File: config.mk
export PLATFORM = sky130hd
export DESIGN_NAME = mem_port_arbiter
export DESIGN_NICKNAME = d
export VERILOG_FILES = /design/src/rtl/mem_port_arbiter.sv
export SDC_FILE = /design/constraint.sdc
export NUM_CORES = 1
export LEC_CHECK = 0
export BUFFER_PORTS_ARGS = -buffer_cell sky130_fd_sc_hd__buf_4
export CORE_MARGIN = 1
export CORE_UTILIZATION = 49
export CTS_BUF_LIST = sky130_fd_sc_hd__clkbuf_4 sky130_fd_sc_hd__clkbuf_8
export CTS_CLUSTER_DIAMETER = 200
export DETAILED_ROUTE_END_ITERATION = 10
export PLACE_DENSITY = 0.82
export SYNTH_ARGS = -nofsm -noshare
export SYNTH_HDL_FRONTEND = slang
export SYNTH_SLANG_ARGS = --single-unit
File: constraint.sdc
create_clock -name clk -period 2.7 [get_ports clk]
set_clock_uncertainty 0.15 [all_clocks]
set_input_delay 0.135 -clock clk [delete_from_list [all_inputs] [get_ports clk]]
set_output_delay 0.135 -clock clk [all_outputs]
set_load 0.01 [all_outputs]
File: src/rtl/mem_port_arbiter.sv
// Arbitrates one single-ported, variable-latency memory between the fetch (I) and data (D) ports.
// Data has priority, a streak counter forces a fetch grant, and a watchdog completes unacknowledged accesses.
module mem_port_arbiter #(
  parameter int DATA_W      = 32,
  parameter int MAX_DSTREAK = 4,
  parameter int TIMEOUT     = 64
) (
  input  logic              clk,
  input  logic              reset,
  input  logic              i_req,
  input  logic [DATA_W-1:0] i_addr,
  output logic [DATA_W-1:0] i_rdata,
  output logic              i_ready,
  input  logic              d_req,
  input  logic              d_we,
  input  logic [DATA_W-1:0] d_addr,
  input  logic [DATA_W-1:0] d_wdata,
  output logic [DATA_W-1:0] d_rdata,
  output logic              d_ready,
  output logic              mem_req,
  output logic              mem_we,
  output logic [DATA_W-1:0] mem_addr,
  output logic [DATA_W-1:0] mem_wdata,
  input  logic [DATA_W-1:0] mem_rdata,
  input  logic              mem_ack,
  output logic              busy,
  output logic              err
);

  localparam int DS_W = $clog2(MAX_DSTREAK + 1);
  localparam int WC_W = $clog2(TIMEOUT + 1);
  localparam logic [DS_W-1:0] DS_MAX  = DS_W'(MAX_DSTREAK);
  localparam logic [WC_W-1:0] WC_LAST = WC_W'(TIMEOUT - 1);

  typedef enum logic [1:0] {
    IDLE = 2'd0,
    BUSY = 2'd1,
    DONE = 2'd2
  } state_t;

  typedef enum logic {
    OWN_I = 1'b0,
    OWN_D = 1'b1
  } owner_t;

  state_t            state_reg, state_next;
  owner_t            own_reg, own_next;
  logic [DS_W-1:0]   dstreak_reg, dstreak_next;
  logic [WC_W-1:0]   wcnt_reg, wcnt_next;
  logic              mem_req_reg, mem_req_next;
  logic              mem_we_reg, mem_we_next;
  logic [DATA_W-1:0] mem_addr_reg, mem_addr_next;
  logic [DATA_W-1:0] mem_wdata_reg, mem_wdata_next;
  logic [DATA_W-1:0] i_rdata_reg, i_rdata_next;
  logic [DATA_W-1:0] d_rdata_reg, d_rdata_next;
  logic              i_ready_reg, i_ready_next;
  logic              d_ready_reg, d_ready_next;
  logic              err_reg, err_next;
  logic              busy_reg, busy_next;

  logic              grant_d;
  logic              finish;
  logic              timed_out;
  logic [DATA_W-1:0] result;

  always_ff @(posedge clk or negedge reset) begin
    if (!reset) begin
      state_reg     <= IDLE;
      own_reg       <= OWN_I;
      dstreak_reg   <= '0;
      wcnt_reg      <= '0;
      mem_req_reg   <= 1'b0;
      mem_we_reg    <= 1'b0;
      mem_addr_reg  <= '0;
      mem_wdata_reg <= '0;
      i_rdata_reg   <= '0;
      d_rdata_reg   <= '0;
      i_ready_reg   <= 1'b0;
      d_ready_reg   <= 1'b0;
      err_reg       <= 1'b0;
      busy_reg      <= 1'b0;
    end else begin
      state_reg     <= state_next;
      own_reg       <= own_next;
      dstreak_reg   <= dstreak_next;
      wcnt_reg      <= wcnt_next;
      mem_req_reg   <= mem_req_next;
      mem_we_reg    <= mem_we_next;
      mem_addr_reg  <= mem_addr_next;
      mem_wdata_reg <= mem_wdata_next;
      i_rdata_reg   <= i_rdata_next;
      d_rdata_reg   <= d_rdata_next;
      i_ready_reg   <= i_ready_next;
      d_ready_reg   <= d_ready_next;
      err_reg       <= err_next;
      busy_reg      <= busy_next;
    end
  end

  always_comb begin
    state_next     = state_reg;
    own_next       = own_reg;
    dstreak_next   = dstreak_reg;
    wcnt_next      = wcnt_reg;
    mem_req_next   = mem_req_reg;
    mem_we_next    = mem_we_reg;
    mem_addr_next  = mem_addr_reg;
    mem_wdata_next = mem_wdata_reg;
    i_rdata_next   = i_rdata_reg;
    d_rdata_next   = d_rdata_reg;
    i_ready_next   = 1'b0;
    d_ready_next   = 1'b0;
    err_next       = 1'b0;
    grant_d        = 1'b0;
    finish         = 1'b0;
    timed_out      = 1'b0;
    result         = '0;

    case (state_reg)
      IDLE: begin
        if (i_req || d_req) begin
          if (i_req && !d_req) begin
            grant_d      = 1'b0;
            dstreak_next = '0;
          end else if (!i_req) begin
            grant_d = 1'b1;
          end else if (dstreak_reg == DS_MAX) begin
            // Contested and the data streak is exhausted: fetch gets its turn.
            grant_d      = 1'b0;
            dstreak_next = '0;
          end else begin
            grant_d      = 1'b1;
            dstreak_next = dstreak_reg + DS_W'(1);
          end
          own_next       = grant_d ? OWN_D : OWN_I;
          mem_req_next   = 1'b1;
          mem_we_next    = grant_d & d_we;
          mem_addr_next  = grant_d ? d_addr : i_addr;
          mem_wdata_next = grant_d ? d_wdata : '0;
          wcnt_next      = '0;
          state_next     = BUSY;
        end
      end

      BUSY: begin
        if (mem_ack) begin
          finish = 1'b1;
          result = mem_rdata;
        end else if (wcnt_reg == WC_LAST) begin
          finish    = 1'b1;
          timed_out = 1'b1;
        end else begin
          wcnt_next = wcnt_reg + WC_W'(1);
        end

        if (finish) begin
          mem_req_next = 1'b0;
          err_next     = timed_out;
          state_next   = DONE;
          if (own_reg == OWN_D) begin
            d_ready_next = 1'b1;
            // Stores leave the last load result untouched.
            if (!mem_we_reg) begin
              d_rdata_next = result;
            end
          end else begin
            i_ready_next = 1'b1;
            i_rdata_next = result;
          end
        end
      end

      DONE: begin
        state_next = IDLE;
      end

      default: begin
        state_next   = IDLE;
        mem_req_next = 1'b0;
      end
    endcase

    busy_next = (state_next != IDLE);
  end

  assign i_rdata   = i_rdata_reg;
  assign i_ready   = i_ready_reg;
  assign d_rdata   = d_rdata_reg;
  assign d_ready   = d_ready_reg;
  assign mem_req   = mem_req_reg;
  assign mem_we    = mem_we_reg;
  assign mem_addr  = mem_addr_reg;
  assign mem_wdata = mem_wdata_reg;
  assign busy      = busy_reg;
  assign err       = err_reg;

endmodule

==> results of run 1 <==
[layout by cell type, fill, tap and decap left out, drive strengths merged, types with 2 or more instances in the layout]
cell type,synthesis,routed
nor3b,2,2
dfrtp,147,147
mux2i,33,33
bufinv,0,4
or3,3,3
nand4,2,2
inv,8,8
clkinvlp,0,2
dlygate4sd3,0,137
nand2b,5,5
buf,18,282
o21ai,73,73
clkinv,0,5
clkbuf,19,20
and3,3,3
nor2,5,5
a21oi,3,3
o22ai,2,2
ha,3,3
nand2,108,108
a22o,65,65
nand3,4,4
[worst reg2reg max path, stage by stage (launching register included)]
cell	delay (ns)
dfrtp_1	0.42
nor2_1	0.37
o21a_1	0.51
buf_12	0.24
nand2_1	0.09
o21ai_1	0.16
dlygate4sd3_1	0.57
[power groups by stage]
| stage | Clock (W) | Combinational (W) | Sequential, W |
|---|---|---|---|
| floorplan | 0 | 0.00159 | 0.00414 |
| global placement | 0 | 0.00394 | 0.00380 |
| CTS | 0.00186 | 0.00433 | 0.00380 |
| global route | 0.00197 | 0.00485 | 0.00398 |
| finish | 0.00186 | 0.00454 | 0.00389 |
| detailed placement | 0 | 0.00407 | 0.00382 |
[kinds of logic (layout without fill, tap and decap cells)]
| family | Yosys count | after routing | share of synthesized area |
|---|---|---|---|
| simple gates | 135 | 135 | 0.09779 |
| mux | 33 | 33 | 0.05612 |
| xor+xnor | 1 | 1 | 0.001488 |
| compound gates | 149 | 149 | 0.1724 |
| buf+inv | 45 | 458 | 0.04082 |
| fa+ha+maj | 3 | 3 | 0.006378 |
| flops | 147 | 147 | 0.6250 |
[layer usage]
layer,vias to the layer above,part of all wire,GRT usage
met5,-,0,0
met4,0,0.062,0.2468
met3,105,0.074,0.09036
met2,393,0.50,0.5963
met1,2979,0.37,0.4109
li1,2602,-,-
[cell usage after synthesis, types with 3 or more instances]
cell and number:
dfrtp_1 147, nand2_1 108, o21ai_1 70, a22o_1 65, mux2i_1 33, clkbuf_1 19, buf_6 7, inv_1 7
buf_2 6, nand2b_1 5, nor2_1 5, nand3_1 4, buf_4 3, ha_1 3, o21ai_0 3, or3_1 3
[repair_timing]
item,in CTS,in global routing
endpoints found under the setup margin,0,9
hold buffers,137,0
setup buffers,0,3
endpoints found under the hold margin,241,0
resized for setup,0,1
[final cells by class]
class / instances / area [sq um]
well taps: 143 / 178.9
inverters: 8 / 30.03
fillers: 519 / 1694
clock inverters: 11 / 160.2
multi-input cells: 321 / 2002
clock buffers: 20 / 262.8
repair buffers: 419 / 3558
flip-flops and latches: 147 / 3679
[through the flow]
stage                     hold WS (ns)  power (W)  cells
final                          0.06271    0.01029   1069
after global routing            0.1175    0.01080   1069
after CTS                      0.09542   0.009984   1066
after detailed placement    -0.0006029   0.007893    898
after global placement       -0.008188   0.007736    898
after floorplan                -0.3106   0.005730    513
[worst paths after layout]
path	depth (start not counted)	endpoint
worst min register to register	1	mem_req
worst min-delay path	2	i_rdata[26]
worst max register to register	6	mem_wdata[16]
worst max-delay path	6	mem_wdata[16]
max in group asynchronous	3	mem_wdata[28]
min in group clk	3	i_rdata[11]
==> metrics.cfg, run 1 <==
[synth]
synthArstFlopShare = 1.000
ys_seq_area_frac = 0.6250
ys_types = 35
synthesis.nets = 650
synth.largest_area_cell = dfrtp_1
synthCells = 513
ys_top_cells_by_area = dfrtp_1 63%, a22o_1 9.7%, nand2_1 6.9%, o21ai_1 6.0%, mux2i_1 5.6%
yosysWarnings = 0
synth.avg_cell_area_sq_um = 11.47
synth-edff-count = 0
synthesis.area_sq_um = 5886
ys_ff_latch = 147
synth_top_area_frac = 0.6250
synth-main-ff-cell = dfrtp_1

[critical_path]
required_ns = 2.94
critPathKind = register to register
r2r_start = state_reg[1]
cp_max_fo = 24
crit_buf_inv = 2
crit_slowest_cell = dlygate4sd3_1
startpoint_type = register
reg2reg_slack_ns = 0.15
arrival_ns = 2.79
cpLargestDelayFamily = buffers and inverters
crit_chain = nor2_1, o21a_1, buf_12, nand2_1, o21ai_1, dlygate4sd3_1
max_stage_delay_ns = 0.57
cp-startpoint = state_reg[1]
endpoint_kind = register

[detailed_routing]
vias = 6079
avgRoutedWirePerCell_um = 20.15
drc = 18
detail_route.iter0.violations = 486
wirelength_um = 21540
antenna_left = 0
detail_route.first_pass.iterations = 8
via_per_inst = 5.687

[placed_design]
place_area_sq_um = 8050
place_congestion = 0.7979
portBuffers = 267
dp_slack_ns = 0.5588
hpwl_um = 11410

[global_route]
antenna_found_initial = 0
grt_pass1_vias = 6285
grt_start_max_net_pins = 107
grt_first_pass_wirelength_um = 33910
grt_usage = 0.3591
grt_overflow = 0

[cells_and_area]
drive_gt1_frac = 0.3456
synthToLayoutAreaGrowth_pct = 67.71
fin_util = 0.8535
stdcell_area_sq_um = 9871
layout.nets = 1051
antenna_cells = 0

[floorplan]
start_util = 0.5089
rows = 39
core_area_sq_um = 11560
die-area_sq_um = 12450
die_h_um = 111.6
dieWidth_um = 111.6
io_pins = 268

[power_and_ir_drop]
ir_worst_vdd_uv = 570.3
p_seq_frac = 0.378
pwr_density_cell_nw_per_um2 = 1042
p_comb_frac = 0.442
switching_share = 0.3679
p_int_w = 0.006503
pwr-share-clk = 0.181
switchingPower_w = 0.003785
p_leak_nw = 4.911

[timing]
hold_violations = 0
setup_ws_ns = 0.1474
period_share = 0.9454
drv_slew = 0
timing.setup.tns_ns = 0
period_minus_slack_ns = 2.553
fmax_mhz = 391.8
worstMarginPinSlew_ns = 0.5647
relSlewSlack = 0.6236
rsz0062_at_grt = no
report.final.setup_viol = 0

[min_path]
min_path_type = input port to async pin

[cts]
cts_tree = done
cts_max_level = 4
cts_buffer_depth = 2
clk_pin_slew_ns = 0.08
clk_latency_ns = 0.45
numCtsBuffers = 17
cts.sink_count = 147
cts-root-buf = clkbuf_8

[run_status]
violations = design-rule violations
status = complete, but fails checks

[job]
maxCapViolCount = 0

Note: power is estimated with default switching activity, not from simulation.
==> inputs of run 2 (changes only) <==
- CORE_UTILIZATION: 49 -> 40
- PLACE_DENSITY: 0.82 -> 0.72
- clock period: 2.7 -> 2.2 ns (I/O delays scaled with it)
==> metrics.cfg, run 2 (synthesized netlist as in run 1, its figures left out) <==
[power_and_ir_drop]
pwr_density_cell_nw_per_um2 = 1240  ; was 1042 nW/um^2
total_power_w = 0.01226  ; was 0.01029 W
ir_worst_vdd_uv = 630.6  ; was 570.3 uV
p_leak_nw = 4.878  ; was 4.911 nW

[run_status]
status = completed  ; was complete, but fails checks

[job]
maxCapViolCount = 0  ; unchanged

[cells_and_area]
layout_common_cells = 274 x buf_4, 147 x dfrtp_1, 134 x dlygate4sd3_1  ; was 275 x buf_4, 147 x dfrtp_1, 137 x dlygate4sd3_1
antenna_cells = 0  ; unchanged
stdcell_area_sq_um = 9889  ; was 9871 sq um
final_common_cell = buf_4  ; unchanged
synthToLayoutAreaGrowth_pct = 68.03  ; was 67.71%
drive_gt1_frac = 0.3467  ; was 0.3456
final_cells = 1103  ; was 1069
layout.nets = 1047  ; was 1051

[critical_path]
r2r_end = mem_addr[28]  ; was mem_wdata[16]
required_ns = 2.36  ; was 2.94 ns
arrival_ns = 2.29  ; was 2.79 ns
rr_worst_depth = 7  ; was 6
crit_chain = inv_1, ha_1, nand2_1, a21boi_4, mux2i_1, dlygate4sd3_1, o21ai_1  ; was nor2_1, o21a_1, buf_12, nand2_1, o21ai_1, dlygate4sd3_1
r2r_start = dstreak_reg[0]  ; was state_reg[1]
endpoint_kind = register  ; unchanged
max_stage_delay_ns = 0.59  ; was 0.57 ns
crit_slowest_cell = dlygate4sd3_1  ; unchanged
cp_max_fo = 5  ; was 24
reg2reg_slack_ns = 0.07  ; was 0.15 ns
critPathKind = register to register  ; unchanged
startpoint_type = register  ; unchanged

[timing]
hold_violations = 0  ; unchanged
period_minus_slack_ns = 2.125  ; was 2.553 ns
worstMarginPinSlew_ns = 0.7315  ; was 0.5647 ns
fmax_mhz = 470.5  ; was 391.8 MHz
whs_ns = 0.02962  ; was 0.06271 ns
relSlewSlack = 0.5105  ; was 0.6236
report.final.setup_viol = 0  ; unchanged
setup_ws_ns = 0.07457  ; was 0.1474 ns
drv_slew = 0  ; unchanged
period_share = 0.9661  ; was 0.9454

[cts]
clk_latency_ns = 0.43  ; was 0.45 ns
cts_buffer_depth = 2  ; unchanged
cts_tree = done  ; unchanged
cts_max_level = 4  ; unchanged
clk_pin_slew_ns = 0.08  ; about the same
numCtsBuffers = 17  ; unchanged
cts-root-buf = clkbuf_8  ; unchanged
post_cts_resized = 0  ; unchanged
cts.sink_count = 147  ; unchanged

[detailed_routing]
detail_route.iter0.violations = 333  ; was 486
via_per_inst = 5.187  ; was 5.687
antenna_left = 0  ; unchanged
avgRoutedWirePerCell_um = 18.09  ; was 20.15 um
vias = 5721  ; was 6079
detail_route.first_pass.iterations = 5  ; was 8
wirelength_um = 19950  ; was 21540 um
drc = 0  ; was 18

[global_route]
grt_first_pass_wirelength_um = 30280  ; was 33910 um
grt_pass1_vias = 5865  ; was 6285
grt_start_max_net_pins = 81  ; was 107
grt_usage = 0.2660  ; was 0.3591
antenna_found_initial = 0  ; unchanged
grt_overflow = 0  ; unchanged

[floorplan]
io_pins = 268  ; unchanged
rows = 43  ; was 39
dieWidth_um = 123.3  ; was 111.6 um
die_h_um = 123.3  ; was 111.6 um
core_area_sq_um = 14100  ; was 11560 sq um
die-area_sq_um = 15200  ; was 12450 sq um
start_util = 0.4175  ; was 0.5089

[placed_design]
hpwl_um = 11830  ; was 11410 um
place_congestion = 0.8163  ; was 0.7979
portBuffers = 267  ; unchanged
place_area_sq_um = 8109  ; was 8050 sq um
dp_slack_ns = 0.1465  ; was 0.5588 ns
placedCellCount = 935  ; was 898

[min_path]
min_path_type = input port to async pin  ; unchanged

-- run 2: changes by cell type in the layout (fill, tap and decap cells not counted), sizes merged --
cell	delta
buf	-1
inv	+3
clkinv	-2
dlygate4sd3	-3
bufinv	-1
clkbuf	-2
clkinvlp	+3
-- run 2: final cells by class --
class                   instances  area, sq um
clock buffers                  18        247.7
clock inverters                14        176.4
fillers                       930         4207
inverters                       8        30.03
multi-input cells             321         2002
flip-flops and latches        147         3679
well taps                     180        225.2
repair buffers                415         3530
-- run 2: layer usage --
| layer | vias to the layer above | part of all wire | global-route usage |
|---|---|---|---|
| met5 | - | 0 | 0 |
| met2 | 328 | 0.49 | 0.4354 |
| li1 | 2592 | - | - |
| met3 | 58 | 0.078 | 0.06688 |
| met1 | 2743 | 0.40 | 0.3238 |
| met4 | 0 | 0.038 | 0.1401 |
-- run 2: repair_timing --
action                                  4_1_cts  5_1_grt
buffers inserted                              0        2
hold buffers                                134        0
hold endpoints to repair                    286        0
endpoints found under the setup margin        0        1
-- run 2: critical path: cells and delay by family, from the launching register on --
family / cells / cell delay (ns)
muxes: 1 / 0.24
AOI/OAI and AO/OA: 2 / 0.28
adders and majority gates: 1 / 0.16
buffers and inverters: 2 / 0.66
and+or+nand+nor: 1 / 0.10
DFF: 1 / 0.41
-- run 2: per-stage QoR --
stage | util | TNS [ns]
after global routing | 0.7016 | -0.01549
final | 0.7016 | 0
after global placement | 0.5753 | 0
after CTS | 0.7005 | 0
after floorplan | - | 0
after detailed placement | 0.5753 | 0
-- run 2: where the power goes --
group	internal [W]	switching, W	leakage [nW]
clock network	0.00116	0.00106	0.198
logic	0.00271	0.00260	2.83
registers	0.00390	0.000834	1.85
total	0.00777	0.00449	4.88
-- run 2: worst max-delay path by stage --
stage	slack [ns]	cells past startpoint	from	to
floorplan	0.28	7	wcnt_reg[0]	i_rdata[22]
global placement	0.24	6	wcnt_reg[0]	i_rdata[30]
detailed placement	0.15	6	wcnt_reg[0]	i_rdata[18]
CTS	0.08	7	dstreak_reg[0]	mem_addr[28]
global route	-0.02	7	dstreak_reg[0]	mem_addr[28]
finish	0.07	7	dstreak_reg[0]	mem_addr[28]
==> inputs of run 3 (changes only) <==
- GPL_TIMING_DRIVEN: not set -> 0
- PLACE_DENSITY: 0.72 -> 0.69
- clock period: 2.2 -> 2 ns (I/O delays scaled with it)
==> metrics.cfg, run 3 (synthesized netlist as in run 1, its figures left out) <==
[critical_path]
cp_max_fo = 10  ; was 5
critPathKind = register to register  ; unchanged
crit_slowest_cell = dfrtp_1  ; was dlygate4sd3_1
required_ns = 2.15  ; was 2.36 ns
startpoint_type = register  ; unchanged
max_stage_delay_ns = 0.41  ; was 0.59 ns
endpoint_kind = register  ; unchanged
crit_chain = inv_1, ha_1, nand2_1, a21boi_2, buf_6, buf_6, mux2i_1, o21ai_1  ; was inv_1, ha_1, nand2_1, a21boi_4, mux2i_1, dlygate4sd3_1, o21ai_1
arrival_ns = 2.10  ; was 2.29 ns
path_common_cell = buf_6

[timing]
hold_violations = 0  ; unchanged
fmax_mhz = 512.9  ; was 470.5 MHz
rsz0062_at_grt = yes
worstMarginPinSlew_ns = 0.5501  ; was 0.7315 ns
report.final.setup_viol = 0  ; unchanged
drv_slew = 0  ; unchanged
relSlewSlack = 0.6333  ; was 0.5105
period_minus_slack_ns = 1.950  ; was 2.125 ns
period_share = 0.9749  ; was 0.9661
whs_ns = 0.02119  ; was 0.02962 ns

[run_status]
status = completed  ; unchanged

[detailed_routing]
antenna_left = 0  ; unchanged
drc = 0  ; unchanged
vias = 5778  ; was 5721
detail_route.first_pass.iterations = 5  ; unchanged
detail_route.iter0.violations = 280  ; was 333
wirelength_um = 19900  ; was 19950 um
via_per_inst = 5.091  ; was 5.187
avgRoutedWirePerCell_um = 17.53  ; was 18.09 um

[cells_and_area]
final_common_cell = buf_4  ; unchanged
layout.nets = 1080  ; was 1047
drive_gt1_frac = 0.3644  ; was 0.3467
layout_common_cells = 276 x buf_4, 147 x dfrtp_1, 134 x dlygate4sd3_1  ; was 274 x buf_4, 147 x dfrtp_1, 134 x dlygate4sd3_1
antenna_cells = 0  ; unchanged
synthToLayoutAreaGrowth_pct = 71.81  ; was 68.03%

[cts]
cts_buffer_depth = 2  ; unchanged
cts_tree = done  ; unchanged
cts_max_level = 4  ; unchanged
numCtsBuffers = 17  ; unchanged
cts-root-buf = clkbuf_8  ; unchanged
clk_latency_ns = 0.45  ; was 0.43 ns
cts.sink_count = 147  ; unchanged
clk_pin_slew_ns = 0.08  ; about the same

[floorplan]
rows = 43  ; unchanged
io_pins = 268  ; unchanged
start_util = 0.4175  ; unchanged
die_h_um = 123.3  ; unchanged
die-area_sq_um = 15200  ; unchanged
core_area_sq_um = 14100  ; unchanged
dieWidth_um = 123.3  ; unchanged

[placed_design]
hpwl_um = 12510  ; was 11830 um
place_congestion = 0.8638  ; was 0.8163
portBuffers = 267  ; unchanged

[global_route]
grt_overflow = 0  ; unchanged
grt_start_max_net_pins = 92  ; was 81
grt_pass1_vias = 6065  ; was 5865
antenna_found_initial = 0  ; unchanged
grt_first_pass_wirelength_um = 29890  ; was 30280 um
grt_usage = 0.2593  ; was 0.2660

[job]
maxCapViolCount = 0  ; unchanged

[min_path]
min_path_type = input port to async pin  ; unchanged

[power_and_ir_drop]
pwr_density_cell_nw_per_um2 = 1371  ; was 1240 nW/um^2
ir_worst_vdd_uv = 673.7  ; was 630.6 uV
p_leak_nw = 5.025  ; was 4.878 nW
total_power_w = 0.01386  ; was 0.01226 W

[run 3: final cells by class]
cell class | instances | area (sq um)
sequential | 147 | 3679
clock buffer | 22 | 284.0
inverter | 8 | 30.03
clock inverter | 9 | 176.4
multi-input combinational | 321 | 2002
timing repair buffer | 413 | 3477
tap | 180 | 225.2
fill | 947 | 3984
buffer | 35 | 239.0
[run 3: final timing paths]
path                                     start             to  slack, ns  cells past startpoint
worst max register to register  dstreak_reg[0]    mem_addr[8]       0.05                      8
worst min-delay path                     reset    i_rdata[22]       0.02                      2
worst max-delay path            dstreak_reg[0]    mem_addr[8]       0.05                      8
max in group asynchronous                reset  mem_wdata[11]       0.84                      3
worst min register to register    mem_addr[12]   mem_addr[12]       0.35                      2
min in group clk                  mem_rdata[3]     i_rdata[3]       0.27                      3
[run 3: where the power goes]
group          internal (W)  leakage (nW)  total, W  switching, W
combinational       0.00310          2.94   0.00602       0.00293
sequential          0.00429          1.85   0.00514      0.000856
clock               0.00159         0.234   0.00270       0.00111
[run 3: critical path: cells and delay by family, from the launching register on]
| family | cells | cell delay, ns |
|---|---|---|
| buf+inv | 3 | 0.43 |
| flops | 1 | 0.41 |
| compound gates | 2 | 0.28 |
| mux | 1 | 0.28 |
| fa+ha+maj | 1 | 0.17 |
| simple gates | 1 | 0.08 |
[run 3: what timing repair did]
| action | 4_1_cts | 5_1_grt |
|---|---|---|
| gates cloned | 0 | 1 |
| endpoints found under the hold margin | 286 | 0 |
| setup buffers | 2 | 8 |
| gates resized for setup | 12 | 23 |
| endpoints found under the setup margin | 102 | 113 |
| pin swaps | 0 | 3 |
| hold buffers | 134 | 0 |
[run 3: through the flow]
step	setup TNS, ns	std cells	worst slack (ns)	utilization	instance area [sq um]
after floorplan	0	513	0.07833	-	5886
final	0	1135	0.05028	0.7174	10110
after CTS	0	1128	0.002987	0.7089	9993
after global routing	-0.07377	1135	-0.05712	0.7174	10110
after global placement	-5.106	960	-0.1580	0.5757	8115
after detailed placement	-9.966	961	-0.2128	0.5779	8147
[run 3: layer usage]
layer	up-vias	global-route usage	part of all wire	routed length (um)
li1	2656	-	-	-
met1	2787	0.3011	0.40	7930
met2	293	0.4427	0.50	9855
met3	42	0.07749	0.080	1585
met4	0	0.1130	0.026	523
met5	-	0	0	0
